File: src/rtl/bcd_entry_editor_pkg.sv
// Shared types and constants for the BCD entry editor: FSM encoding, cursor
// positions, digit/value widths and the init-value clamp helper.
package bcd_entry_editor_pkg;

    localparam int DIG_W = 4;
    localparam int VAL_W = 9;

    typedef enum logic [1:0] {
        ST_IDLE  = 2'd0,
        ST_EDIT  = 2'd1,
        ST_CHECK = 2'd2
    } state_t;

    localparam logic [1:0] CUR_L_TENS = 2'd0;
    localparam logic [1:0] CUR_L_ONES = 2'd1;
    localparam logic [1:0] CUR_R_TENS = 2'd2;
    localparam logic [1:0] CUR_R_ONES = 2'd3;

    function automatic logic [VAL_W-1:0] clamp_val(input logic [VAL_W-1:0] v,
                                                   input int unsigned      lim);
        return (v > VAL_W'(lim)) ? VAL_W'(lim) : v;
    endfunction

endpackage

File: src/rtl/bcd_entry_editor_edit_field.sv
// One 2-digit BCD field: load, per-digit wrap inc/dec (tens wraps at MAX/10),
// binary value and in-range flag. Updates one cycle after a request.
module bcd_entry_editor_edit_field
    import bcd_entry_editor_pkg::*;
#(
    parameter int MAX = 59
) (
    input  logic             clk,
    input  logic             rst_n,
    input  logic             load,
    input  logic [DIG_W-1:0] ld_tens,
    input  logic [DIG_W-1:0] ld_ones,
    input  logic             inc_tens,
    input  logic             inc_ones,
    input  logic             dec_tens,
    input  logic             dec_ones,
    output logic [DIG_W-1:0] tens,
    output logic [DIG_W-1:0] ones,
    output logic [VAL_W-1:0] value,
    output logic             in_range
);

    localparam logic [DIG_W-1:0] TENS_LIM = DIG_W'(MAX / 10);

    logic [DIG_W-1:0] tens_q, tens_d, ones_q, ones_d;

    always_comb begin
        tens_d = tens_q;
        ones_d = ones_q;
        if (load) begin
            tens_d = ld_tens;
            ones_d = ld_ones;
        end else if (inc_tens) begin
            tens_d = (tens_q >= TENS_LIM) ? '0 : tens_q + DIG_W'(1);
        end else if (dec_tens) begin
            tens_d = (tens_q == '0) ? TENS_LIM : tens_q - DIG_W'(1);
        end else if (inc_ones) begin
            ones_d = (ones_q >= DIG_W'(9)) ? '0 : ones_q + DIG_W'(1);
        end else if (dec_ones) begin
            ones_d = (ones_q == '0) ? DIG_W'(9) : ones_q - DIG_W'(1);
        end
    end

    always_ff @(posedge clk or negedge rst_n) begin
        if (!rst_n) begin
            tens_q <= '0;
            ones_q <= '0;
        end else begin
            tens_q <= tens_d;
            ones_q <= ones_d;
        end
    end

    assign tens     = tens_q;
    assign ones     = ones_q;
    assign value    = VAL_W'(tens_q) * VAL_W'(10) + VAL_W'(ones_q);
    assign in_range = (value <= VAL_W'(MAX));

endmodule

File: src/rtl/bin2bcd.sv
// Binary to two-digit BCD, combinational; input must already be limited to 0..99.
// Zero latency, no flow control.
module bin2bcd
    import bcd_entry_editor_pkg::*;
(
    input  logic [VAL_W-1:0] bin,
    output logic [DIG_W-1:0] tens,
    output logic [DIG_W-1:0] ones
);

    logic [VAL_W-1:0] rem;

    always_comb begin
        rem  = bin;
        tens = '0;
        for (int i = 0; i < 9; i++) begin
            if (rem >= VAL_W'(10)) begin
                rem  = rem - VAL_W'(10);
                tens = tens + DIG_W'(1);
            end
        end
        ones = DIG_W'(rem);
    end

endmodule

File: src/rtl/bcd_entry_editor.sv
// Button-driven two-field BCD editor producing binary load values on commit.
// Commit strobe one cycle after the CHECK state; buttons ignored outside EDIT.
module bcd_entry_editor
    import bcd_entry_editor_pkg::*;
#(
    parameter int MAX_L      = 23,
    parameter int MAX_R      = 59,
    parameter int BLINK_HALF = 50
) (
    input  logic             clk,
    input  logic             rst_n,
    input  logic             start,
    input  logic [VAL_W-1:0] init_L,
    input  logic [VAL_W-1:0] init_R,
    input  logic             btn_next,
    input  logic             btn_inc,
    input  logic             btn_dec,
    input  logic             btn_ok,
    input  logic             btn_cancel,
    output logic             edit_active,
    output logic [1:0]       cursor,
    output logic [15:0]      digits,
    output logic [3:0]       blank_mask,
    output logic [VAL_W-1:0] load_L,
    output logic [VAL_W-1:0] load_R,
    output logic             load_valid,
    output logic             err
);

    localparam int CW = (BLINK_HALF > 2) ? $clog2(BLINK_HALF) : 1;

    state_t           state_q, state_d;
    logic [1:0]       cursor_q, cursor_d;
    logic [CW-1:0]    cnt_q, cnt_d;
    logic             phase_q, phase_d;
    logic [VAL_W-1:0] load_L_q, load_L_d, load_R_q, load_R_d;
    logic             load_valid_q, load_valid_d, err_q, err_d;

    logic             in_edit, reload, btn_ok_edit;
    logic             act_cancel, act_ok, act_next, act_inc, act_dec, act_any;
    logic [DIG_W-1:0] il_tens, il_ones, ir_tens, ir_ones;
    logic [DIG_W-1:0] l_tens, l_ones, r_tens, r_ones;
    logic [VAL_W-1:0] l_val, r_val;
    logic             l_ok, r_ok;

    // Start reloads from IDLE or EDIT and outranks every button.
    assign in_edit     = (state_q == ST_EDIT);
    assign reload      = start && (state_q != ST_CHECK);
    assign btn_ok_edit = in_edit && !start;
    assign act_cancel  = btn_ok_edit && btn_cancel;
    assign act_ok      = btn_ok_edit && !btn_cancel && btn_ok;
    assign act_next    = btn_ok_edit && !btn_cancel && !btn_ok && btn_next;
    assign act_inc     = btn_ok_edit && !btn_cancel && !btn_ok && !btn_next && btn_inc;
    assign act_dec     = btn_ok_edit && !btn_cancel && !btn_ok && !btn_next && !btn_inc && btn_dec;
    assign act_any     = act_cancel || act_ok || act_next || act_inc || act_dec;

    bin2bcd u_init_l (.bin(clamp_val(init_L, MAX_L)), .tens(il_tens), .ones(il_ones));
    bin2bcd u_init_r (.bin(clamp_val(init_R, MAX_R)), .tens(ir_tens), .ones(ir_ones));

    bcd_entry_editor_edit_field #(.MAX(MAX_L)) u_field_l (
        .clk(clk), .rst_n(rst_n), .load(reload), .ld_tens(il_tens), .ld_ones(il_ones),
        .inc_tens(act_inc && cursor_q == CUR_L_TENS), .inc_ones(act_inc && cursor_q == CUR_L_ONES),
        .dec_tens(act_dec && cursor_q == CUR_L_TENS), .dec_ones(act_dec && cursor_q == CUR_L_ONES),
        .tens(l_tens), .ones(l_ones), .value(l_val), .in_range(l_ok)
    );

    bcd_entry_editor_edit_field #(.MAX(MAX_R)) u_field_r (
        .clk(clk), .rst_n(rst_n), .load(reload), .ld_tens(ir_tens), .ld_ones(ir_ones),
        .inc_tens(act_inc && cursor_q == CUR_R_TENS), .inc_ones(act_inc && cursor_q == CUR_R_ONES),
        .dec_tens(act_dec && cursor_q == CUR_R_TENS), .dec_ones(act_dec && cursor_q == CUR_R_ONES),
        .tens(r_tens), .ones(r_ones), .value(r_val), .in_range(r_ok)
    );

    always_ff @(posedge clk or negedge rst_n) begin
        if (!rst_n) state_q <= ST_IDLE;
        else        state_q <= state_d;
    end

    always_comb begin
        state_d = state_q;
        case (state_q)
            ST_IDLE:  if (start) state_d = ST_EDIT;
            ST_EDIT: begin
                if (start)           state_d = ST_EDIT;
                else if (act_cancel) state_d = ST_IDLE;
                else if (act_ok)     state_d = ST_CHECK;
            end
            ST_CHECK: state_d = (l_ok && r_ok) ? ST_IDLE : ST_EDIT;
            default:  state_d = ST_IDLE;
        endcase
    end

    always_comb begin
        edit_active = (state_q != ST_IDLE);
        blank_mask  = (in_edit && phase_q) ? (4'b1000 >> cursor_q) : 4'b0000;
    end

    always_comb begin
        cursor_d     = cursor_q;
        load_L_d     = load_L_q;
        load_R_d     = load_R_q;
        load_valid_d = 1'b0;
        err_d        = 1'b0;
        cnt_d        = '0;
        phase_d      = 1'b0;
        if (reload)        cursor_d = CUR_L_TENS;
        else if (act_next) cursor_d = cursor_q + 2'd1;
        if (state_q == ST_CHECK) begin
            if (l_ok && r_ok) begin
                load_L_d     = l_val;
                load_R_d     = r_val;
                load_valid_d = 1'b1;
            end else begin
                err_d    = 1'b1;
                cursor_d = l_ok ? CUR_R_ONES : CUR_L_ONES;
            end
        end
        // Any accepted press restarts the blink with the digit visible.
        if (in_edit && !reload && !act_any) begin
            if (cnt_q == CW'(BLINK_HALF - 1)) begin
                phase_d = !phase_q;
            end else begin
                cnt_d   = cnt_q + CW'(1);
                phase_d = phase_q;
            end
        end
    end

    always_ff @(posedge clk or negedge rst_n) begin
        if (!rst_n) begin
            cursor_q     <= '0;
            cnt_q        <= '0;
            phase_q      <= 1'b0;
            load_L_q     <= '0;
            load_R_q     <= '0;
            load_valid_q <= 1'b0;
            err_q        <= 1'b0;
        end else begin
            cursor_q     <= cursor_d;
            cnt_q        <= cnt_d;
            phase_q      <= phase_d;
            load_L_q     <= load_L_d;
            load_R_q     <= load_R_d;
            load_valid_q <= load_valid_d;
            err_q        <= err_d;
        end
    end

    assign cursor     = cursor_q;
    assign digits     = {l_tens, l_ones, r_tens, r_ones};
    assign load_L     = load_L_q;
    assign load_R     = load_R_q;
    assign load_valid = load_valid_q;
    assign err        = err_q;

endmodule

File: config.mk
export PLATFORM = sky130hd
export DESIGN_NAME = bcd_entry_editor
export DESIGN_NICKNAME = d
export VERILOG_FILES = /design/src/rtl/bcd_entry_editor_pkg.sv /design/src/rtl/bcd_entry_editor_edit_field.sv /design/src/rtl/bin2bcd.sv /design/src/rtl/bcd_entry_editor.sv
export SDC_FILE = /design/constraint.sdc
export NUM_CORES = 1
export LEC_CHECK = 0
export CAP_MARGIN = 20
export CORE_UTILIZATION = 40
export CTS_BUF_LIST = sky130_fd_sc_hd__clkbuf_2 sky130_fd_sc_hd__clkbuf_4 sky130_fd_sc_hd__clkbuf_8
export CTS_CLUSTER_DIAMETER = 60
export DETAILED_ROUTE_END_ITERATION = 10
export MAX_ROUTING_LAYER = met4
export SYNTH_ARGS = -nofsm -noshare
export SYNTH_HDL_FRONTEND = slang
export SYNTH_HIERARCHICAL = 1
export SYNTH_SLANG_ARGS = --single-unit
File: constraint.sdc
create_clock -name clk -period 3.65 [get_ports clk]
set_clock_uncertainty 0.2 [all_clocks]
set_input_delay 0.5475 -clock clk [delete_from_list [all_inputs] [get_ports clk]]
set_output_delay 0.5475 -clock clk [all_outputs]
set_load 0.02 [all_outputs]
## After elaboration in Yosys (flattened, before gate mapping)

Cells that the tools add are included.

- Multiply operators: 2
- Divide/modulo/power cells: 0
- $add $sub $neg: 46
- Bitwise operators: 0
- Mux-type cells: 82
- Reduce and logical (&&, ||, !) cells: 50
- Shifts and indexed selects: 1
- Equality and inequality tests: 14
- $lt $le $gt $ge: 26

Operators by type and width:

| operator | count |
|---|---|
| 4-bit two-way mux | 43 |
| 9-bit by 4-bit greater-or-equal comparator with 1-bit output, second input constant | 18 |
| 9-bit two-way mux | 18 |
| 9-bit by 4-bit subtractor with 9-bit output, second input constant | 16 |
| 4-bit by 1-bit adder with 4-bit output, second input constant | 18 |
| 1-bit logical AND | 23 |
| 8-bit by 4-bit adder with 9-bit output | 2 |
| 2-bit two-way mux | 9 |
| 4-bit logical NOT | 4 |
| 4-bit by 1-bit subtractor with 4-bit output, second input constant | 4 |
| 4-bit by 3-bit multiplier with 7-bit output, second input constant | 2 |
| 6-bit two-way mux | 2 |
| 2-bit inequality test, second input constant | 6 |
| 3-bit nonzero test | 4 |
| 9-bit by 5-bit greater-than comparator with 1-bit output, second input constant | 1 |
| 9-bit by 6-bit greater-than comparator with 1-bit output, second input constant | 1 |
| 9-bit by 5-bit <= comparator with 1-bit output, second input constant | 1 |
| 9-bit by 6-bit <= comparator with 1-bit output, second input constant | 1 |
| 1-bit two-way mux | 9 |
| 4-bit greater-or-equal comparator, second input constant | 2 |
| 1-bit logical NOT | 8 |
| 4-bit subtractor, second input constant | 2 |
| 6-bit by 1-bit adder with 6-bit output, second input constant | 1 |
| 2-bit == test, second input constant | 3 |
| other kinds (15) | 23 |

- Output and inout port bits: 43
- RAM bits: 0
- Latch bits: 0
- Memories: 0
- Logic and storage cells: 233
- Bits of input ports: 26
- ROM bits: 0
- Register bits after elaboration: 47

## Logic depth before layout (Yosys ltp)

- Depth in word-level cells: 21
- Gate-level depth with buffers: 39
- Depth with buffers taken out: 33

## Cells and area by module

The synthesis kept the hierarchy.

Modules (own cells, without submodules):

| module | instances | seq. area each (um2) | cells each | area each (um2) |
|---|---|---|---|---|
| bin2bcd (u_init_l) | 1 | 0.0 | 451 | 3,154.3 |
| bin2bcd (u_init_r) | 1 | 0.0 | 415 | 2,934.1 |
| bcd_entry_editor | 1 | 775.7 | 142 | 1,614.0 |
| bcd_entry_editor_edit_field (u_field_l) | 1 | 200.2 | 141 | 1,144.8 |
| bcd_entry_editor_edit_field (u_field_r) | 1 | 200.2 | 130 | 1,064.8 |

## Worst setup path after synthesis

OpenSTA, ideal clock, no wires.

- Kind: input port to flip-flop
- Start point: input port init_L[7]
- End point: register u_field_l.ones_q[2] (netlist: u_field_l/ones[2])
- Setup slack: -4.453 ns
- Setup time: 0.104 ns
- Stages on the path: 35
- Path buffers: 4
- Required time: 3.346 ns
- Data arrival time: 7.800 ns
- Cells stage by stage: nor4_1 > nand2_1 > or2_2 > clkbuf_1 > inv_1 > ha_1 > buf_2 > inv_1 > o21ai_2 > a21oi_2 > or2_4 > a2111oi_4 > o21ai_2 > a32oi_2 > nand4_2 > and2_1 > buf_2 > or4_4 > o211a_1 > a211oi_2 > nand2_2 > nor3b_4 > nor2_2 > or3_1 > clkbuf_1 > nand2b_1 > xnor2_2 > ha_1 > inv_1 > a41o_1 > a211oi_1 > a31o_2 > mux2i_1 > inv_1 > a221oi_1

- Cells in the longest elaborated chain, start to end: 21
- Elaborated cells between the ends (all ways): 30
- Classes of those cells: add/sub (9); order compare (10); mux (11)

RTL lines:

| what | line | source |
|---|---|---|
| start: declaration | bcd_entry_editor.sv:13 | `input logic [VAL_W-1:0] init_L,` |
| 9-bit by 5-bit greater-than comparator with 1-bit output | bcd_entry_editor_pkg.sv:21 | `return (v > VAL_W'(lim)) ? VAL_W'(lim) : v;` |
| 9-bit two-way mux * | bcd_entry_editor_pkg.sv:21 |  |
| 9-bit by 4-bit subtractor with 9-bit output / 9-bit by 4-bit greater-or-equal comparator with 1-bit output (equally long branches) | bin2bcd.sv:18, bin2bcd.sv:17 |  |
| 9-bit two-way mux * | bin2bcd.sv:17 | `if (rem >= VAL_W'(10)) begin` |
| 9-bit by 4-bit subtractor with 9-bit output / 9-bit by 4-bit greater-or-equal comparator with 1-bit output (equally long branches) | bin2bcd.sv:18, bin2bcd.sv:17 |  |
| 9-bit two-way mux * | bin2bcd.sv:17 |  |
| 9-bit by 4-bit subtractor with 9-bit output / 9-bit by 4-bit greater-or-equal comparator with 1-bit output (equally long branches) | bin2bcd.sv:18, bin2bcd.sv:17 |  |
| 9-bit two-way mux * | bin2bcd.sv:17 |  |
| [6 not listed] | n/a |  |
| 9-bit by 4-bit subtractor with 9-bit output / 9-bit by 4-bit greater-or-equal comparator with 1-bit output (equally long branches) | bin2bcd.sv:18, bin2bcd.sv:17 |  |
| 9-bit two-way mux * | bin2bcd.sv:17 |  |
| 9-bit by 4-bit subtractor with 9-bit output / 9-bit by 4-bit greater-or-equal comparator with 1-bit output (equally long branches) | bin2bcd.sv:18, bin2bcd.sv:17 |  |
| 9-bit two-way mux * | bin2bcd.sv:17 |  |
| 9-bit by 4-bit greater-or-equal comparator with 1-bit output / 4-bit subtractor (equally long branches) | bin2bcd.sv:17, bin2bcd.sv:18 |  |
| 4-bit two-way mux * | bin2bcd.sv:17 |  |
| via il_ones[2] | bcd_entry_editor.sv:41 | `logic [DIG_W-1:0] il_tens, il_ones, ir_tens, ir_ones;` |
| 4-bit two-way mux * | bcd_entry_editor_edit_field.sv:30 | `if (load) begin` |
| end signal: assignment | bcd_entry_editor_edit_field.sv:50 | `ones_q <= ones_d;` |
| end: declaration | bcd_entry_editor_edit_field.sv:25 | `logic [DIG_W-1:0] tens_q, tens_d, ones_q, ones_d;` |

Mark *: on every way through the listed nets, which the timed path passes. The rest lies on a longest branch.
A chain may end at the register's enable or synchronous reset.

## Worst setup path in the final report

- Start point: input port init_L[2]
- End point: register u_field_l.tens_q[1] (netlist: u_field_l/tens[1])

- Cells in the longest elaborated chain, start to end: 21
- Elaborated cells between the ends (all ways): 45
- Classes of those cells: add/sub (16); order compare (10); mux (19)

RTL lines:

| what | line | source |
|---|---|---|
| 9-bit by 5-bit greater-than comparator with 1-bit output | bcd_entry_editor_pkg.sv:21 |  |
| 9-bit two-way mux * | bcd_entry_editor_pkg.sv:21 |  |
| 9-bit by 4-bit subtractor with 9-bit output / 9-bit by 4-bit greater-or-equal comparator with 1-bit output (equally long branches) | bin2bcd.sv:18, bin2bcd.sv:17 |  |
| 9-bit two-way mux / 1-bit two-way mux (equally long branches) | bin2bcd.sv:17 |  |
| 9-bit by 4-bit subtractor with 9-bit output, or another cell as far along | bin2bcd.sv:18 | `rem = rem - VAL_W'(10);` |
| 9-bit two-way mux / 4-bit two-way mux (equally long branches) | bin2bcd.sv:17 |  |
| 9-bit by 4-bit subtractor with 9-bit output, or another cell as far along | bin2bcd.sv:18 |  |
| 9-bit two-way mux / 4-bit two-way mux (equally long branches) | bin2bcd.sv:17 |  |
| [6 not listed] | n/a |  |
| 9-bit by 4-bit subtractor with 9-bit output, or another cell as far along | bin2bcd.sv:18 |  |
| 9-bit two-way mux / 4-bit two-way mux (equally long branches) | bin2bcd.sv:17 |  |
| 9-bit by 4-bit subtractor with 9-bit output, or another cell as far along | bin2bcd.sv:18 |  |
| 9-bit two-way mux / 4-bit two-way mux (equally long branches) | bin2bcd.sv:17 |  |
| 9-bit by 4-bit greater-or-equal comparator with 1-bit output / 4-bit by 1-bit adder with 4-bit output (equally long branches) | bin2bcd.sv:17, bin2bcd.sv:19 |  |
| 4-bit two-way mux * | bin2bcd.sv:17 |  |
| via il_tens[1] | bcd_entry_editor.sv:41 |  |
| 4-bit two-way mux * | bcd_entry_editor_edit_field.sv:30 |  |
| end signal: assignment | bcd_entry_editor_edit_field.sv:49 | `tens_q <= tens_d;` |
| end: declaration | bcd_entry_editor_edit_field.sv:25 |  |

Marks and branches as above.

==> metrics.md <==
| Metric | Value |
|---|---|
| Count of buffering cells on the critical path with inverters included | `7` |
| Commonest cells in the synthesized netlist | `126 x nand2_1, 92 x nor2_1, 66 x a21oi_1` |
| Timing-limited maximum frequency | `about 130 MHz` |
| Combinational power share | `0.798` |
| Number of port buffers | `68` |
| Crit-path max cell delay | `between 0.5 and 0.6 ns` |
| Setup repair after global routing missed its margin | `true` |
| Number of clock buffers inserted by TritonCTS | `5` |
| Clock latency at the later pin of the worst-skew pair | `a little over 0.3 ns` |
| Setup-failing EPs final | `14` |
| Final weighted congestion in routability-driven placement | `approximately 0.93` |
| Post-synthesis cell count | `1279` |
| CTS H-tree depth | `2` |
| Worst path required time | `3.61 ns` |
| Die Width | `159.4 µm` |
| Worst hold margin | `between 0.3 and 0.4 ns` |
| Max-slew violation total from the final report | `0` |
| Areal power density over the cells | `between 300 and 400 nW/µm²` |
| Endpoint of the worst register-to-register path | `load_L[1]` |
| Crit path max-delay family | `compound AO/OA/AOI/OAI gates` |
| DP Worst Slack | `-4.579 ns` |
| Leakage power figure | `0.006877 µW` |
| Outcome | `complete, but fails checks` |
| Vias per cell | `5.594` |
| Worst Hold Launch | `load_R[5]` |
| Fin cells | `2135` |
| Global-route wire length before repair | `55430 µm` |
| WL per Instance | `~15 µm` |
| Worst VDD drop | `about 0.36 mV` |
| P_sw | `about 2600 µW` |
| Most common flop cell mapped by yosys | `dfrtp_1` |
| Count of flip-flops with a built-in enable after synthesis | `0` |
| Floorplan row count | `57` |
| Arrival time of data at the critical path endpoint | `around 7.4 ns` |
| CTS Root Cell | `clkbuf_8` |
| Remaining DRCs | `0` |
| Share of final-layout standard cells stronger than drive strength 1 | `0.4373` |
| Total power after layout | `5687 µW` |
| Transition at the pin with the smallest max-transition slack | `0.8799 ns` |
| Max-slew headroom | `0.4128` |
| Post-layout nets | `roughly 1900` |
| Y dimension of the die | `roughly 160 µm` |
| Die area | `roughly 25000 µm²` |
| TritonRoute pass-1 iters | `7` |
| Pin count of the biggest net entering global routing | `48` |
| Yosys top cell area share | `0.1187` |
| Worst reg2reg startpoint | `u_field_r/tens[1]` |
| Avg Cell Area, Syn | `7.750 µm²` |
| Leading cell type by number of instances after synthesis | `nand2_1` |
| Count of antenna diodes in the layout | `0` |
| Total routing resource utilization after global routing | `0.2619` |
| Number of hold violations in the final report | `0` |
| Final cycle utilization of the critical path | `2.040` |
| Area of the core | `between 20000 and 25000 µm²` |
| Area leader, netlist | `dfrtp_1` |
| Hold Path End | `load_R[5]` |
| Distinct cell type count of the synthesized netlist | `about 140` |
| Number of top-level pins | `69` |
| Number of global-route vias before repair | `between 10000 and 15000` |
| Worst min path class | `flip-flop to flip-flop` |
| Crit Path Max Fanout | `6` |
| Flop2flop setup slack | `0.28 ns` |
| Routed Antenna Nets | `0` |
| Initial DRC Count | `654` |
| Dominant cells by area after synthesis | `dfrtp_1 12%, ha_1 6.8%, nand2_1 4.8%, xnor2_1 4.3%, nor2_1 3.5%` |
| Fraction of registers with async set/reset | `1.000` |
| YS warnings | `6` |
| Clock slew at the register clock pins of the worst setup and hold paths | `~0.10 ns` |
| Internal power component | `around 3100 µW` |
| Clock period minus final worst setup slack | `between 7 and 8 ns` |
| Flops & latches, synth | `47` |
| Crit path max-delay cell type | `or4_4` |
| Number of buffers on the longest clock path | `2` |
| Number of clock sinks | `47` |
| Synthesis-to-finish area growth | `57.27%` |
| HPWL Detailed | `25540 µm` |
| Part of the total power dissipated in sequential elements | `0.139` |
| Violations in the final reports | `negative setup slack` |
| Vias after detailed routing | `11944` |
| Placed Instances | `2052` |
| Critical Path Start Type | `input pin` |
| CTS tree | `yes` |
| Class of the most critical setup path | `input pin to flip-flop` |
| Sequential element share of the synthesized area | `0.1187` |
| Worst Slack Setup Final | `-3.798 ns` |
| Max-capacitance violation count | `0` |
| Final wirelength | `~33000 µm` |
| Initial Util | `0.4076` |
| Total congestion overflow | `0` |
| Switching Fraction | `0.4603` |
| FF-to-FF path depth | `11` |
| Most used cell, CP | `buf_4` |
| Area of the mapped netlist | `slightly below 10000 µm²` |
| Kind of end point of the critical path | `flip-flop` |
| Instance count along the most critical hold path | `1` |
| Initial antenna violation count | `0` |
| Part of the total power dissipated in the clock network | `0.063` |
==> per-layer routing <==
metal | up-vias | GRT usage | part of all wire
met2 | 250 | 0.4811 | 0.52
met5 | - | - | 0
li1 | 5915 | - | -
met4 | 0 | 0.06469 | 0.021
met3 | 58 | 0.01250 | 0.026
met1 | 5721 | 0.3114 | 0.44
==> final cells by class <==
type	instances	area, µm²
Multi-Input combinational cell	1164	9354
Clock buffer	7	96.34
Tap cell	324	405.4
Sequential cell	47	1176
Clock inverter	1	7.507
Inverter	55	224.0
Timing Repair Buffer	537	4325
Fill cell	2106	8731
==> how the worst max path moves through the flow <==
stage               from                end  slack, ns  depth (start not counted)
2_1_floorplan  init_L[6]  u_field_l/ones[2]      -3.87                         35
3_3_place_gp   init_L[6]  u_field_l/tens[1]      -4.36                         33
3_5_place_dp   init_L[6]  u_field_l/tens[1]      -4.58                         33
4_1_cts        init_L[7]  u_field_l/tens[1]      -3.75                         35
5_1_grt        init_L[6]  u_field_l/tens[1]      -4.15                         39
6_report       init_L[2]  u_field_l/tens[1]      -3.80                         34
==> kinds of logic after synthesis <==
kind of cell               count (synthesis)  share of synthesized area
adders and majority gates                 58                    0.07624
AOI/OAI and AO/OA                        448                     0.3465
xor gates and xnor gates                  74                    0.06905
and+or+nand+nor                          502                     0.2833
DFF                                       47                     0.1187
muxes                                     49                    0.05920
buffers and inverters                    100                    0.04670
other                                      1                  0.0003783
==> cells in the final DEF (no fill, tap or decap), types with 15 or more instances in the layout <==
master,netlist,layout
nand2_2,5,15
ha_1,54,47
xor2_1,22,19
mux2_2,26,24
a31oi_1,23,22
o21ai_0,60,51
dfrtp_1,47,47
nand2b_1,24,19
conb_1,1,33
nand2_1,126,115
clkdlybuf4s50_1,0,53
a21oi_1,66,58
o21ai_1,17,20
buf_4,8,447
buf_6,5,20
and2_1,21,17
a21o_1,21,19
nor2_2,6,15
a211oi_1,25,18
o211ai_1,21,21
nor2_1,92,81
xnor2_1,49,43
nand3_1,36,33
nor3_1,47,39
inv_1,48,42
==> flip-flops by register name, summed over array words and instances (netlist names) <==
signal	cells
state_q	2
u_field_r/ones	4
u_field_l/ones	4
cursor	2
phase_q	1
err	1
u_field_l/tens	4
load_L	9
u_field_r/tens	4
load_R	9
load_valid	1
cnt_q	6
==> through the flow <==
stage	setup TNS, ns	instance area, µm²	util
3_5_place_dp	-60.92	14210	0.5841
5_1_grt	-55.20	15590	0.6410
6_report	-50.46	15590	0.6410
2_1_floorplan	-50.90	10450	-
4_1_cts	-50.38	15090	0.6204
3_3_place_gp	-59.14	14210	0.5841
==> what timing repair did <==
action,CTS,global route
setup buffers,43,30
resized for setup,130,59
hold endpoints to repair,0,8
pin swaps,88,68
hold buffers,0,1
setup endpoints to repair,14,32
==> power by group through the flow <==
| stage | Clock [µW] | Sequential, µW | Combinational [µW] |
|---|---|---|---|
| floorplan | 0 | 939 | 2590 |
| global placement | 0 | 801 | 4110 |
| detailed placement | 0 | 804 | 4170 |
| CTS | 365 | 793 | 4360 |
| global route | 384 | 818 | 5000 |
| finish | 359 | 792 | 4540 |
(Power assumes the default switching activity.)
